<file path="src/rtl/prach_ctrl_pkg.sv">
// rtl/prach_ctrl_pkg.sv - shared types for the PRACH job scheduler
package prach_ctrl_pkg;

    localparam int CFG_W = 25;

    typedef struct packed {
        logic [11:0] root;
        logic [6:0]  num;
        logic [1:0]  fmt;
        logic [3:0]  zcz;
    } prach_cfg_t;

    typedef enum logic [2:0] {
        IDLE,
        SETTLE,
        STREAM,
        WAIT_RES,
        REPORT
    } sched_state_t;

endpackage

</file>
<file path="src/rtl/prach_cfg_fifo.sv">
// rtl/prach_cfg_fifo.sv - job config queue with registered read port
module prach_cfg_fifo
    import prach_ctrl_pkg::*;
#(
    parameter int DEPTH = 4
) (
    input  logic             Clk,
    input  logic             Rst,
    input  logic             wr_en,
    input  logic [CFG_W-1:0] wr_data,
    input  logic             rd_en,
    output logic [CFG_W-1:0] rd_data,
    output logic             full,
    output logic             empty
);

    localparam int AW = $clog2(DEPTH);

    logic [CFG_W-1:0] mem [DEPTH];
    logic [AW:0]      wr_ptr;
    logic [AW:0]      rd_ptr;
    logic             do_wr;
    logic             do_rd;

    // Extra pointer bit distinguishes full from empty when the indices match.
    assign empty = (wr_ptr == rd_ptr);
    assign full  = (wr_ptr[AW] != rd_ptr[AW]) && (wr_ptr[AW-1:0] == rd_ptr[AW-1:0]);
    assign do_wr = wr_en && !full;
    assign do_rd = rd_en && !empty;

    always_ff @(posedge Clk) begin
        if (do_wr) begin
            mem[wr_ptr[AW-1:0]] <= wr_data;
        end
    end

    // rd_data only moves on a pop, so it doubles as the applied-settings register.
    always_ff @(posedge Clk or posedge Rst) begin
        if (Rst) begin
            wr_ptr  <= '0;
            rd_ptr  <= '0;
            rd_data <= '0;
        end else begin
            if (do_wr) begin
                wr_ptr <= wr_ptr + 1'b1;
            end
            if (do_rd) begin
                rd_ptr  <= rd_ptr + 1'b1;
                rd_data <= mem[rd_ptr[AW-1:0]];
            end
        end
    end

endmodule

</file>
<file path="src/rtl/prach_job_scheduler.sv">
// rtl/prach_job_scheduler.sv - per-packet settings sequencer and stream gate for the PRACH detector
module prach_job_scheduler
    import prach_ctrl_pkg::*;
#(
    parameter int BW_DATA     = 32,
    parameter int BW_USER     = 4,
    parameter int CFG_DEPTH   = 4,
    parameter int SETTLE_CYC  = 2,
    parameter int TIMEOUT_CYC = 65535
) (
    input  logic               Clk,
    input  logic               Rst,
    input  logic               cfg_wr_valid,
    output logic               cfg_wr_ready,
    input  logic [3:0]         cfg_wr_zcz,
    input  logic [1:0]         cfg_wr_fmt,
    input  logic [6:0]         cfg_wr_num,
    input  logic [11:0]        cfg_wr_root,
    input  logic [BW_DATA-1:0] axiRx_Data,
    input  logic               axiRx_Valid,
    input  logic               axiRx_Last,
    input  logic [BW_USER-1:0] axiRx_User,
    output logic               axiRx_Ready,
    output logic [BW_DATA-1:0] axiTx_Data,
    output logic               axiTx_Valid,
    output logic               axiTx_Last,
    output logic [BW_USER-1:0] axiTx_User,
    input  logic               axiTx_Ready,
    output logic [3:0]         zeroCorrelationZone,
    output logic [1:0]         preamble_format,
    output logic [6:0]         num_preambl,
    output logic [11:0]        ROOT_SEQ,
    input  logic               det_done,
    input  logic [6:0]         count_preambles,
    input  logic               no_prach_detected,
    output logic               job_done,
    output logic [6:0]         job_count,
    output logic               job_no_prach,
    output logic               job_timeout,
    output logic [15:0]        jobs_completed,
    output logic               busy
);

    localparam int SW = $clog2(SETTLE_CYC + 1);
    localparam int TW = $clog2(TIMEOUT_CYC + 1);

    sched_state_t  state;
    sched_state_t  state_nxt;
    logic [SW-1:0] settle_cnt;
    logic [TW-1:0] to_cnt;
    prach_cfg_t    wr_cfg;
    prach_cfg_t    cur_cfg;
    logic          fifo_full;
    logic          fifo_empty;
    logic          pop;
    logic          in_stream;
    logic          last_hs;
    logic          settle_end;
    logic          timeout_hit;

    assign wr_cfg.root = cfg_wr_root;
    assign wr_cfg.num  = cfg_wr_num;
    assign wr_cfg.fmt  = cfg_wr_fmt;
    assign wr_cfg.zcz  = cfg_wr_zcz;

    assign cfg_wr_ready = !fifo_full;
    assign pop          = (state == IDLE) && !fifo_empty;

    prach_cfg_fifo #(
        .DEPTH (CFG_DEPTH)
    ) u_cfg_fifo (
        .Clk     (Clk),
        .Rst     (Rst),
        .wr_en   (cfg_wr_valid),
        .wr_data (wr_cfg),
        .rd_en   (pop),
        .rd_data (cur_cfg),
        .full    (fifo_full),
        .empty   (fifo_empty)
    );

    assign zeroCorrelationZone = cur_cfg.zcz;
    assign preamble_format     = cur_cfg.fmt;
    assign num_preambl         = cur_cfg.num;
    assign ROOT_SEQ            = cur_cfg.root;

    // Sideband always mirrors the source; only the handshake is gated.
    assign in_stream   = (state == STREAM);
    assign axiTx_Data  = axiRx_Data;
    assign axiTx_Last  = axiRx_Last;
    assign axiTx_User  = axiRx_User;
    assign axiTx_Valid = in_stream && axiRx_Valid;
    assign axiRx_Ready = in_stream && axiTx_Ready;

    assign last_hs     = in_stream && axiRx_Valid && axiTx_Ready && axiRx_Last;
    assign settle_end  = (settle_cnt == SW'(SETTLE_CYC - 1));
    assign timeout_hit = (to_cnt == TW'(TIMEOUT_CYC - 1));

    assign job_done = (state == REPORT);
    assign busy     = (state != IDLE);

    always_comb begin
        state_nxt = state;
        case (state)
            IDLE:     if (!fifo_empty)              state_nxt = SETTLE;
            SETTLE:   if (settle_end)               state_nxt = STREAM;
            STREAM:   if (last_hs)                  state_nxt = WAIT_RES;
            WAIT_RES: if (det_done || timeout_hit)  state_nxt = REPORT;
            REPORT:                                 state_nxt = IDLE;
            default:                                state_nxt = IDLE;
        endcase
    end

    always_ff @(posedge Clk or posedge Rst) begin
        if (Rst) begin
            state          <= IDLE;
            settle_cnt     <= '0;
            to_cnt         <= '0;
            job_count      <= '0;
            job_no_prach   <= 1'b0;
            job_timeout    <= 1'b0;
            jobs_completed <= '0;
        end else begin
            state <= state_nxt;
            case (state)
                IDLE:   settle_cnt <= '0;
                SETTLE: settle_cnt <= settle_cnt + 1'b1;
                STREAM: to_cnt     <= '0;
                WAIT_RES: begin
                    to_cnt <= to_cnt + 1'b1;
                    // A result arriving on the expiry cycle still counts as a real result.
                    if (det_done) begin
                        job_count    <= count_preambles;
                        job_no_prach <= no_prach_detected;
                        job_timeout  <= 1'b0;
                    end else if (timeout_hit) begin
                        job_count    <= '0;
                        job_no_prach <= 1'b1;
                        job_timeout  <= 1'b1;
                    end
                end
                REPORT: jobs_completed <= jobs_completed + 1'b1;
                default: ;
            endcase
        end
    end

endmodule
</file>
<file path="config.mk">
export PLATFORM = sky130hd
export DESIGN_NAME = prach_job_scheduler
export DESIGN_NICKNAME = d
export VERILOG_FILES = /design/src/rtl/prach_ctrl_pkg.sv /design/src/rtl/prach_cfg_fifo.sv /design/src/rtl/prach_job_scheduler.sv
export SDC_FILE = /design/constraint.sdc
export NUM_CORES = 1
export LEC_CHECK = 0
export ABC_AREA = 1
export BUFFER_PORTS_ARGS = -buffer_cell sky130_fd_sc_hd__buf_2
export CORE_UTILIZATION = 30
export DETAILED_ROUTE_END_ITERATION = 10
export GPL_TIMING_DRIVEN = 0
export PLACE_DENSITY = 0.47
export SLEW_MARGIN = 20
export SYNTH_ARGS = -nofsm -noshare
export SYNTH_HDL_FRONTEND = slang
export SYNTH_SLANG_ARGS = --single-unit
</file>
<file path="constraint.sdc">
create_clock -name Clk -period 7 [get_ports Clk]
set_clock_uncertainty 0.05 [all_clocks]
set_input_delay 1.4 -clock Clk [delete_from_list [all_inputs] [get_ports Clk]]
set_output_delay 1.4 -clock Clk [all_outputs]
set_load 0.05 [all_outputs]
</file>
# After elaboration in Yosys (flattened, before gate mapping)
# Memories as Yosys holds them, arrays and structs flattened. A register that Yosys moved wholly into a read port is not among the register bits.
# Cells that the tools add are included.
[word_totals]
register_bits = 52
ram_bits = 100
in_bits = 76
elab_cells = 60
memories = 1
[mem_list]
columns = ["memory", "depth", "word_bits", "read_ports", "rd_ports_with_merged_regs", "wr", "line", "text"]
rows = [
  ["u_cfg_fifo.mem", 4, 25, 1, 1, 1, "prach_cfg_fifo.sv:19", "logic [CFG_W-1:0] mem [DEPTH];"],
]
[op_classes]
n_addsub = 5
eq_ne = 13
n_mux = 14
reduce_logical = 18
[op_table]
columns = ["cell", "n"]
rows = [
  ["16-bit by 1-bit adder with 16-bit output (second input constant)", 2],
  ["16-bit one-hot mux with 2 select lines", 1],
  ["16-bit equality test (second input constant)", 1],
  ["7-bit two-way mux", 2],
  ["3-bit two-way mux", 4],
  ["3-bit one-hot mux with 4 select lines", 1],
  ["1-bit logical AND", 8],
  ["3-bit by 1-bit adder with 3-bit output (second input constant)", 2],
  ["3-bit by 2-bit equality test with 1-bit output (second input constant)", 2],
  ["2-bit inequality test (second input constant)", 3],
  ["2-bit nonzero test", 3],
  ["1-bit two-way mux", 5],
  ["2-bit one-hot mux with 2 select lines", 1],
  ["4-bit AND reduction", 1],
  ["3-bit by 1-bit equality test with 1-bit output (second input constant)", 1],
  ["3-bit equality test", 1],
  ["3-bit equality test (second input constant)", 1],
  ["3-bit zero test", 1],
  ["3-bit nonzero test", 1],
  ["2-bit by 1-bit adder with 2-bit output (second input constant)", 1],
  ["2-bit by 1-bit equality test with 1-bit output (second input constant)", 1],
  ["2-bit equality test", 1],
  ["1-bit zero test", 2],
  ["2-bit by 1-bit inequality test with 1-bit output (second input constant)", 1],
  ["other kinds (3)", 3],
]

# Longest topological paths before layout
# Gate-level depths: netlist of the first run.
[depth]
ltp_word = 6
mapped_depth = 11
depth_no_buf = 11

# Hierarchy
# From an unflattened synthesis of the first run, not the netlist that was laid out.
[hier_totals]
hier_cells = 931
area_unflattened_um2 = 8587.0
[by_module_without_submodules]
columns = ["module", "n_inst", "cells_each", "area_per_inst_um2", "seq_area_each_um2"]
rows = [
  ["prach_cfg_fifo", 1, 562, 5710.5, 3778.6],
  ["prach_job_scheduler", 1, 369, 2876.5, 1151.1],
]

# Worst setup path after synthesis of the first run
# OpenSTA, ideal clock, no wires.
[synth_timing]
kind = "input to output"
startpoint = "in axiTx_Ready"
endpoint = "out axiRx_Ready"
arrival_time_ns = 2.078
required_time_ns = 5.550
path_slack_ns = 3.472
path_stages = 2
path_cell_list = "inv_1 > nor2_1"
[synth_between]
elab_chain_len = 1
[synth_rtl]
columns = ["item", "line", "text"]
rows = [
  ["start: declaration", "prach_job_scheduler.sv:28", "input logic axiTx_Ready,"],
  ["1-bit logical AND", "prach_job_scheduler.sv:93", "assign axiRx_Ready = in_stream && axiTx_Ready;"],
  ["end: declaration", "prach_job_scheduler.sv:23", "output logic axiRx_Ready,"],
]
# Every way passes these cells.

# Worst setup path after layout of the first run
[layout_timing]
startpoint = "reg state[0]"
endpoint = "out axiRx_Ready"
[layout_between]
elab_chain_len = 2
[layout_rtl]
columns = ["item", "line", "text"]
rows = [
  ["start: declaration", "prach_job_scheduler.sv:47", "sched_state_t state;"],
  ["start signal: assignment", "prach_job_scheduler.sv:124", "state <= state_nxt;"],
  ["3-bit by 2-bit equality test with 1-bit output", "prach_job_scheduler.sv:88", "assign in_stream = (state == STREAM);"],
  ["1-bit logical AND", "prach_job_scheduler.sv:93", ""],
]
# Every way passes these cells.

==> summary.md, run 1 <==
| Metric | Value |
|---|---|
| Worst hold stages | `1` |
| Most common cell after layout, fill and taps aside | `buf_2` |
| Reg2reg end | `u_cfg_fifo.mem[0][0]` |
| Status | `finished, final reports clean` |
| EDFF count, synth | `100` |
| R2R depth | `8` |
| Mapped Area | `7755 µm²` |
| RD Place Congestion | `~0.74` |
| GRT Overall Usage | `around 14%` |
| Syn Inst Count | `729` |
| Final ANT Viol Nets | `0` |
| Std cell rows | `58` |
| WHS Endpoint | `jobs_completed[15]` |
| Final TNS setup | `0 ps` |
| CTS buffer count | `17` |
| Critical Path Max Stage Delay | `between 400 and 500 ps` |
| Post-CTS Setup Inserts | `0` |
| Min Tclk post-route | `3541 ps` |
| Core ar. | `25250 µm²` |
| Final wirelength | `about 18 mm` |
| Area grow syn2layout | `24.14%` |
| Die X | `about 160 µm` |
| Power Density | `around 450 nW/µm²` |
| Worst Tran Pin Value | `slightly below 700 ps` |
| DIE AREA | `~26000 µm²` |
| Syn Nets | `814` |
| HP Start | `jobs_completed[15]` |
| Fmax | `approximately 280 MHz` |
| Number of global-route vias before repair | `between 5000 and 6000` |
| Slew HR | `between 50% and 60%` |
| Hold-fix buffers, CTS | `0` |
| Post-DP Area | `around 9000 µm²` |
| Pwr Total | `about 4.3 mW` |
| Post-Place Setup Slack | `around 3700 ps` |
| DRT Pass-1 Iters | `5` |
| Cell area after layout | `9627 µm²` |
| # clock sinks | `about 180` |
| Grt total ovfl | `0` |
| Reg-to-Reg Start | `u_cfg_fifo.rd_ptr[1]` |
| CP Max Fanout | `10` |
| Worst Path Arrival | `~2100 ps` |
| Count of final setup violators | `0` |
| Register bit total from synthesis | `between 150 and 200` |
| Static Leakage | `between 4 and 5 nW` |
| Mean Syn Cell Area | `~11 µm²` |
| Crit Path Category | `reg -> out` |
| Sequential area share after synthesis | `a little under two thirds` |
| Critical path cell sequence | `inv_1 -> nand2_1 -> nor2_2 -> inv_1 -> buf_2 -> nor2_1 -> buf_2` |
| TritonCTS clock tree | `yes` |
| Final worst slack | `approximately 3500 ps` |
| Asr flop ratio synth | `43.50%` |
| Synth unique cells | `31` |
| Commonest cells after routing, fill and taps aside | `buf_2, nand2_1, edfxtp_1, dfrtp_1, nor2_1` |
| Filler Cell Count | `roughly 2500` |
| Top-level I/O count | `roughly 170` |
| Worst vdd ir | `231.2 µV` |
| Clock transition at the registers of the reported paths | `around 70 ps` |
| Wirelength per Cell | `~15 µm` |
| Slack of the worst reg-to-reg path | `4690 ps` |
| Detailed Route Iter0 Violations | `between 400 and 500` |
| Crit start category | `register` |
| Buf+Inv Stages, Crit Path | `4` |
| YS warnings | `0` |
| Hold Vio Cnt, Final | `0` |
| Worst min path class | `reg -> reg` |
| Worst EP required | `approximately 5600 ps` |
| Critical path's slowest cell | `dfrtp_1` |
| Die height | `162.8 µm` |
| Max Cap Viol | `0` |
| Root Buffer Master | `clkbuf_16` |
| Starting Density | `30.71%` |
| CP endpoint kind | `output port` |
| Layout cells sized above 1 | `between 20 and 30%` |
| Initial antenna violation count | `3` |
| Vias post-DR | `about 5500` |
| CTS H-tree depth | `4` |
| # resized after CTS | `0` |
| RSZ-0062 raised after global routing | `false` |
| Top FF cell, synth | `edfxtp_1` |
| Crit. Startpoint | `state[0]` |
| DRC | `0` |
| First-pass GRT wire length | `~28 mm` |
| Largest delay contributor family on the critical path | `buffers and inverters` |
| Final slew viol count | `0` |
| PortBufs | `~130` |
| Period utilization | `between 50% and 60%` |
| Vias per cell | `4.482` |
| Final net count | `969` |
| Clock Tree Buf Depth | `2` |
| Clock latency on the worst-skew pair | `around 430 ps` |
| Largest net degree at the start of global routing | `50` |
| DP HPWL | `12.15 mm` |
-- synthesized netlist by cell type, types with 2 or more instances --
cell type	count	area, µm²
buf_12	2	40.04
buf_4	38	285.3
a21oi_1	4	20.02
ha_1	9	112.6
nand3_1	51	255.2
edfxtp_1	100	3003
dfrtp_1	77	1927
nand2_1	120	450.4
buf_2	8	40.04
inv_2	6	22.52
o21ai_1	5	25.02
nor2_2	2	12.51
nor3_1	7	35.03
nor2_4	3	33.78
o22ai_1	25	156.4
xor2_1	8	70.07
inv_1	54	202.7
nand2_2	23	143.9
clkbuf_1	14	52.55
xnor2_1	9	78.83
nor2_1	80	300.3
nand4_1	9	56.30
o21ai_0	67	335.3
-- state kept, by name, indices dropped and copies added, names as in the netlist --
signal,flops
job_timeout,1
jobs_completed,16
job_no_prach,1
to_cnt,16
u_cfg_fifo.mem,100
settle_cnt,2
u_cfg_fifo.wr_ptr,3
u_cfg_fifo.rd_ptr,3
u_cfg_fifo.rd_data,25
job_count,7
state,3
-- worst max-delay path by stage --
stage	to	slack [ps]	cells after the start
2_1_floorplan	axiRx_Ready	3470	2
3_3_place_gp	u_cfg_fifo.rd_data[13]	2210	2
3_5_place_dp	axiRx_Ready	3680	4
4_1_cts	axiRx_Ready	3410	7
5_1_grt	axiTx_Valid	3310	7
6_report	axiRx_Ready	3460	7
-- layer usage --
metal | global-route usage, % | vias up | part of all wire (%)
li1 | - | 2742 | -
met1 | 19.44 | 2546 | 47
met2 | 22.63 | 195 | 45
met3 | 3.234 | 17 | 6.6
met4 | 3.696 | 4 | 0.88
met5 | 0 | - | 0.12
-- cells by family (layout without fill, tap and decap cells) --
logic type      after synthesis  after routing  share of synthesized area (%)
compound gates              102            102                          7.018
xor+xnor                     18             18                          2.130
simple gates                301            301                          17.54
fa+ha+maj                     9              9                          1.452
other cells                   0              1                              0
flops                       177            177                          63.57
buf+inv                     122            290                          8.293
-- stage by stage --
stage,instances,utilization [%],hold WS [ps]
2_1_floorplan,729,-,417.1
3_3_place_gp,1190,34.94,400.8
3_5_place_dp,1195,35.58,405.1
4_1_cts,1227,38.11,421.0
5_1_grt,1227,38.11,429.5
6_report,1228,38.12,414.2
-- cell type report --
class	count	area [µm²]	share of cell area (%)
multi-input cells	430	2212	22.98
diodes	1	2.502	0.02599
clock inverters	15	212.7	2.210
plain buffers	62	417.9	4.341
well taps	330	412.9	4.289
inverters	60	227.7	2.365
repair buffers	136	785.8	8.162
flip-flops and latches	177	4930	51.21
clock buffers	17	425.4	4.419
-- worst reg2reg max path, stage by stage, from the launching register on --
cell      delay [ps]
dfrtp_1          530
inv_2            250
nand2_2           70
nand2_2           80
nor2_4            50
nand2b_1          90
nand2_2          200
nor2_4           460
buf_16           220
-- report_power, final --
part | leakage [nW] | total (mW) | switching, mW | internal, mW
sequential | 1.92 | 1.51 | 0.130 | 1.38
clock | 0.311 | 1.01 | 0.461 | 0.551
combinational | 2.04 | 1.82 | 1.31 | 0.510
Note: power is estimated with default switching activity, not from simulation.
==> run 2, diff against run 1 <==
Settings changed: ABC_AREA 1 to 0.
Clock period 7 ns to 3.55 ns, I/O delays scaled along.
==> summary.md, run 2 <==
| Metric | Value |
|---|---|
| Die height | `158.8 µm (-2.4%)` |
| Final worst slack | `882.5 ps (-2577 ps)` |
| YS warnings | `0 (unchanged)` |
| Root Buffer Master | `clkbuf_16` |
| Top-level I/O count | `168 (unchanged)` |
| Critical path's slowest cell | `dfrtp_1` |
| Starting Density | `30.43% (-0.28 points)` |
| Period utilization | `approximately three quarters` |
| Post-Place Setup Slack | `1347 ps (-2331 ps)` |
| Hold Vio Cnt, Final | `0 (unchanged)` |
| Post-synth top cells | `edfxtp_1, dfrtp_1, buf_4` |
| Worst vdd ir | `280.8 µV (+21%)` |
| Hold WS | `299.9 ps (-114.3 ps)` |
| Clock latency on the worst-skew pair | `420 ps (about the same)` |
| Mean Syn Cell Area | `16.36 µm² (+54%)` |
| # clock sinks | `177 (unchanged)` |
| CTS buffer count | `17 (unchanged)` |
| Power Density | `883.9 nW/µm² (+96%)` |
| Number of global-route vias before repair | `4367 (-17%)` |
| Critical Path Max Stage Delay | `440 ps (+30 ps)` |
| Sequential area share after synthesis | `66.81% (+3.2 points)` |
| Area grow syn2layout | `24.76%` |
| Clock Tree Buf Depth | `2 (unchanged)` |
| PortBufs | `131 (unchanged)` |
| First-pass GRT wire length | `23.52 mm (-17%)` |
| Final wirelength | `14.82 mm (-19%)` |
| DRT Pass-1 Iters | `4 (-1)` |
| Logic gate share of total power | `38.4% (-3.5 points)` |
| Final ANT Viol Nets | `0 (unchanged)` |
| # resized after CTS | `0 (unchanged)` |
| Register bit total from synthesis | `177 (unchanged)` |
| Register share of total power | `36.9% (+2.1 points)` |
| Synth unique cells | `50 (+61%)` |
| Final net count | `691 (-29%)` |
| Core ar. | `24250 µm² (-4.0%)` |
| Worst min path class | `in -> async` |
| Switching part of the total | `36.77% (-7.0 points)` |
| Static Leakage | `3.845 nW (-9.8%)` |
| EDFF count, synth | `100 (unchanged)` |
| Fmax | `between 300 and 400 MHz` |
| Grt total ovfl | `0 (unchanged)` |
| Max reg flops | `100 (unchanged)` |
| GRT Overall Usage | `12.14% (-2.1 points)` |
| Final Core Density | `37.96% (-0.16 points)` |
| Asr flop ratio synth | `43.50% (unchanged)` |
| Inserted Diodes | `0 (-1)` |
| Pwr Total | `8.136 mW (+87%)` |
| TritonCTS clock tree | `yes` |
| Max Cap Viol | `0 (unchanged)` |
| CTS H-tree depth | `4 (unchanged)` |
| Critical path cell sequence | `buf_2 -> nor2b_1 -> and3_1 -> buf_2` |
| Clock transition at the registers of the reported paths | `70 ps (about the same)` |
| Worst path most repeated cell | `buf_2` |
| Crit start category | `register` |
| Std cell rows | `57 (-1.7%)` |
| Mapped Area | `7378 µm² (-4.9%)` |
| DIE AREA | `25230 µm² (-4.8%)` |
| Post-synth top area share | `40.70% (+2.0 points)` |
| Worst EP required | `2790 ps (-2760 ps)` |
| CP Max Fanout | `10 (unchanged)` |
| Synth area leader | `edfxtp_1` |
| Largest net degree at the start of global routing | `43 (-14%)` |
| Area contributors post-synth | `edfxtp_1, dfrtp_1, mux4_2` |
| Wirelength per Cell | `15.71 µm (+5.6%)` |
| Most common cell after layout, fill and taps aside | `buf_2` |
| Die X | `158.8 µm (-2.4%)` |
| Vias post-DR | `4240 (-23%)` |
| Final std cells w/o fill | `943 (-23%)` |
| Slew HR | `50.69% (-3.9 points)` |
| Crit Path Category | `reg -> out` |
| Status | `finished, final reports clean` |
| Clock power frac | `24.7% (+1.4 points)` |
| Final slew viol count | `0 (unchanged)` |
| Top FF cell, synth | `edfxtp_1` |
| Syn Nets | `536 (-34%)` |
| DP HPWL | `10.26 mm (-16%)` |
| Syn Inst Count | `451 (-38%)` |
| Filler Cell Count | `2336 (-6.5%)` |
| Initial antenna violation count | `0 (-3)` |
| Post-CTS Setup Inserts | `0 (unchanged)` |
| Multi-input gate area | `2016 µm² (-8.9%)` |
| CP endpoint kind | `output port` |
| RSZ-0062 raised after global routing | `false` |
| Hold-fix buffers, CTS | `0 (unchanged)` |
| Worst Path Arrival | `1910 ps (-180 ps)` |
| P_sw | `2.992 mW (+57%)` |
| Vias per cell | `4.496 (+0.32%)` |
| Commonest cells after routing, fill and taps aside | `buf_2, edfxtp_1, dfrtp_1, buf_4, mux2_2` |
| Register area | `4930 µm² (unchanged)` |
| Dpl cells | `911 (-24%)` |
| Detailed Route Iter0 Violations | `149 (-63%)` |
| DRC | `0 (unchanged)` |
| Count of final setup violators | `0 (unchanged)` |
| RD Place Congestion | `0.7615 (+3.5%)` |
| Layout cells sized above 1 | `46.37% (+17 points)` |
| P_int | `5.145 mW (+110%)` |
| Min Tclk post-route | `2667 ps` |
| Worst Tran Pin Value | `739.6 ps (+58.21 ps)` |
| Count leader, synth | `edfxtp_1` |
[run 2: stage by stage]
step | instance area, µm² | TNS (ps)
5_1_grt | 9205 | 0
3_5_place_dp | 8577 | 0
2_1_floorplan | 7378 | 0
3_3_place_gp | 8439 | -34990
4_1_cts | 9205 | 0
6_report | 9205 | 0
[run 2: cell type report]
cell class / count / area share, %
flip-flops and latches: 177 / 53.55
repair buffers: 136 / 8.536
multi-input cells: 209 / 21.90
clock inverters: 13 / 2.120
plain buffers: 56 / 4.390
inverters: 9 / 0.3942
clock buffers: 19 / 4.703
well taps: 324 / 4.404
[run 2: critical path, delay by kind of cell (launching register included)]
| kind | cells | cell delay (ps) |
|---|---|---|
| simple gates | 2 | 550 |
| buf+inv | 2 | 500 |
| flops | 1 | 440 |
[run 2: power by group through the flow]
stage	clock network, mW	registers (mW)	logic, mW
after CTS	2.06	3.01	3.21
after floorplan	0	3.72	1.64
after global routing	2.14	3.07	3.36
after detailed placement	0	3.05	3.20
after global placement	0	3.04	3.05
final	2.01	3.00	3.12
[run 2: cells by family (layout without fill, tap and decap cells)]
logic type | Yosys count | after routing | synth area share (%)
xor gates and xnor gates | 22 | 22 | 2.611
DFF | 177 | 177 | 66.81
buffers and inverters | 65 | 233 | 5.935
AOI/OAI and AO/OA | 34 | 34 | 3.595
muxes | 59 | 59 | 12.72
adders and majority gates | 9 | 9 | 1.526
and+or+nand+nor | 85 | 85 | 6.800
[run 2: worst paths after layout]
kind	start	end	slack [ps]	depth (start not counted)
worst max-delay path	state[1]	axiTx_Valid	880	4
worst min-delay path	Rst	u_cfg_fifo.rd_data[13]	300	2
worst max register to register	u_cfg_fifo.rd_ptr[1]	u_cfg_fifo.rd_data[24]	1510	4
worst min register to register	jobs_completed[15]	jobs_completed[15]	410	1
max in group asynchronous	Rst	settle_cnt[0]	2530	3
min in group Clk	jobs_completed[15]	jobs_completed[15]	410	1
[run 2: routing by layer]
metal | GRT usage (%) | vias up | routed length [µm]
li1 | - | 1976 | -
met1 | 14.42 | 2136 | 6166
met2 | 21.29 | 120 | 7740
met3 | 3.892 | 8 | 860
met4 | 2.692 | 0 | 50
met5 | 0 | - | 0
==> run 3, diff against run 2 <==
Settings changed: ABC_AREA 0 to 1.
Clock period 3.55 ns to 2.5 ns, I/O delays scaled along.
==> summary.md, run 3 (same netlist as run 1, synthesis figures left out) <==
| Metric | Value |
|---|---|
| Status | `finished, final reports clean` |
| Crit start category | `register` |
| P_int | `6.671 mW (+30%)` |
| Final slew viol count | `0 (unchanged)` |
| Reg2reg end | `u_cfg_fifo.mem[2][23]` |
| GRT Overall Usage | `14.28% (+2.1 points)` |
| PortBufs | `131 (unchanged)` |
| Clock latency on the worst-skew pair | `430 ps (about the same)` |
| Dpl cells | `1196 (+31%)` |
| Worst Path Arrival | `1820 ps (-90 ps)` |
| DRT Pass-1 Iters | `4 (unchanged)` |
| CP endpoint kind | `output port` |
| Starting Density | `30.71% (+0.28 points)` |
| Most common cell after layout, fill and taps aside | `buf_2` |
| CP Max Fanout | `10 (unchanged)` |
| Worst setup endpoint | `axiTx_Valid` |
| Vias per cell | `4.400 (-2.1%)` |
| RD Place Congestion | `0.7714 (+1.3%)` |
| Largest net degree at the start of global routing | `32 (-26%)` |
| Worst min path class | `in -> async` |
| Crit. Startpoint | `state[0]` |
| Slack of the worst reg-to-reg path | `190 ps (-1320 ps)` |
| Clock power frac | `22.0% (-2.7 points)` |
| R2R depth | `9 (+5)` |
| Period utilization | `a little over nine tenths` |
| Register share of total power | `35.7% (-1.2 points)` |
| Final std cells w/o fill | `1230 (+30%)` |
| Worst Tran Pin Value | `613.9 ps (-125.7 ps)` |
| Grt total ovfl | `0 (unchanged)` |
| Switching part of the total | `44.15% (+7.4 points)` |
| Reg-to-Reg Start | `u_cfg_fifo.rd_ptr[0]` |
| Detailed Route Iter0 Violations | `418 (+180%)` |
| Fmax | `approximately 420 MHz` |
| # clock sinks | `177 (unchanged)` |
| Commonest cells after routing, fill and taps aside | `buf_2, nand2_1, edfxtp_1, nor2_1, dfrtp_1` |
| Number of global-route vias before repair | `5266 (+21%)` |
| Max reg flops | `100 (unchanged)` |
| DIE AREA | `26500 µm² (+5.0%)` |
| RSZ-0062 raised after global routing | `false` |
| Layout cells sized above 1 | `29.25% (-17 points)` |
| CTS H-tree depth | `4 (unchanged)` |
| Power Density | `1242 nW/µm² (+41%)` |
| Crit Path Category | `reg -> out` |
| Clock transition at the registers of the reported paths | `80 ps (about the same)` |
| Root Buffer Master | `clkbuf_16` |
| Slew HR | `59.07% (+8.4 points)` |
| Count of final setup violators | `0 (unchanged)` |
| Std cell rows | `58 (+1.8%)` |
| Worst EP required | `1950 ps (-840 ps)` |
| Min Tclk post-route | `2373 ps` |
| Final net count | `971 (+41%)` |
| Worst vdd ir | `547.0 µV (+95%)` |
| Area grow syn2layout | `23.99%` |
| Die X | `162.8 µm (+2.5%)` |
| TritonCTS clock tree | `yes` |
| DP HPWL | `12.60 mm (+23%)` |
| Wirelength per Cell | `14.68 µm (-6.6%)` |
| P_sw | `5.273 mW (+76%)` |
| Vias post-DR | `5412 (+28%)` |
| Max Cap Viol | `0 (unchanged)` |
| Logic gate share of total power | `42.3% (+3.9 points)` |
| Clock Tree Buf Depth | `2 (unchanged)` |
| Filler Cell Count | `2563 (+9.7%)` |
| Final wirelength | `18.05 mm (+22%)` |
| Hold WS | `73.95 ps (-225.9 ps)` |
| CTS buffer count | `17 (unchanged)` |
| Hold Vio Cnt, Final | `0 (unchanged)` |
| Final TNS setup | `0 ps (unchanged)` |
| Static Leakage | `4.252 nW (+11%)` |
| Die height | `162.8 µm (+2.5%)` |
| DRC | `0 (unchanged)` |
| Core ar. | `25250 µm² (+4.1%)` |
| Initial antenna violation count | `4 (+4)` |
| First-pass GRT wire length | `28.36 mm (+21%)` |
| Top-level I/O count | `168 (unchanged)` |
| Final ANT Viol Nets | `0 (unchanged)` |
-- run 3: worst min-delay path by stage --
| stage | startpoint | end | depth (start not counted) |
|---|---|---|---|
| finish | Rst | jobs_completed[3] | 2 |
| global route | Rst | jobs_completed[14] | 2 |
| CTS | Rst | jobs_completed[14] | 2 |
| detailed placement | job_count[3] | job_count[3] | 2 |
| global placement | job_count[0] | job_count[0] | 2 |
| floorplan | settle_cnt[0] | settle_cnt[0] | 1 |
-- run 3: power by group through the flow --
stage          clock network [mW]  logic (mW)  registers [mW]
2_1_floorplan                   0        2.64            5.23
3_3_place_gp                    0        4.92            4.34
3_5_place_dp                    0        5.11            4.32
4_1_cts                      2.70        5.16            4.27
5_1_grt                      2.83        5.57            4.34
6_report                     2.63        5.06            4.26
-- run 3: cell type report --
class / instances / area (µm²) / share of cell area [%]
antenna: 1 / 2.502 / 0.02602
buffer: 62 / 417.9 / 4.346
clock buffer: 17 / 425.4 / 4.424
clock inverter: 15 / 158.9 / 1.653
inverter: 60 / 229.0 / 2.381
multi-input combinational: 430 / 2220 / 23.08
sequential: 177 / 4931 / 51.28
tap: 330 / 412.9 / 4.294
timing repair buffer: 138 / 818.3 / 8.510
-- run 3: metrics by stage --
step	cell area (µm²)	worst slack, ps	power (mW)	utilization [%]
global route	9613	4.965	12.74	38.06
finish	9615	127.5	11.94	38.07
CTS	9609	19.10	12.12	38.05
global placement	8837	-599.9	9.262	34.99
floorplan	7769	-95.70	7.877	-
detailed placement	9007	80.54	9.437	35.67
-- run 3: repair_timing --
item / CTS / global route
pin swaps: 1 / 0
gates resized for setup: 3 / 2
endpoints found under the setup margin: 2 / 34
buffers inserted: 1 / 0
hold buffers: 0 / 0
-- run 3: critical path, stage by stage (launching register included) --
cell     delay, ps
dfrtp_1        420
inv_1          130
nand2_2        120
nor2_4         120
inv_1           80
buf_2          200
nor2_1         110
buf_4          200
-- run 3: metal layers --
| metal | vias to the layer above | GRT usage [%] | share of wire, % |
|---|---|---|---|
| li1 | 2731 | - | - |
| met1 | 2500 | 18.58 | 46 |
| met2 | 154 | 22.88 | 46 |
| met3 | 21 | 3.692 | 5.7 |
| met4 | 6 | 5.055 | 1.3 |
| met5 | - | 0 | 0.25 |
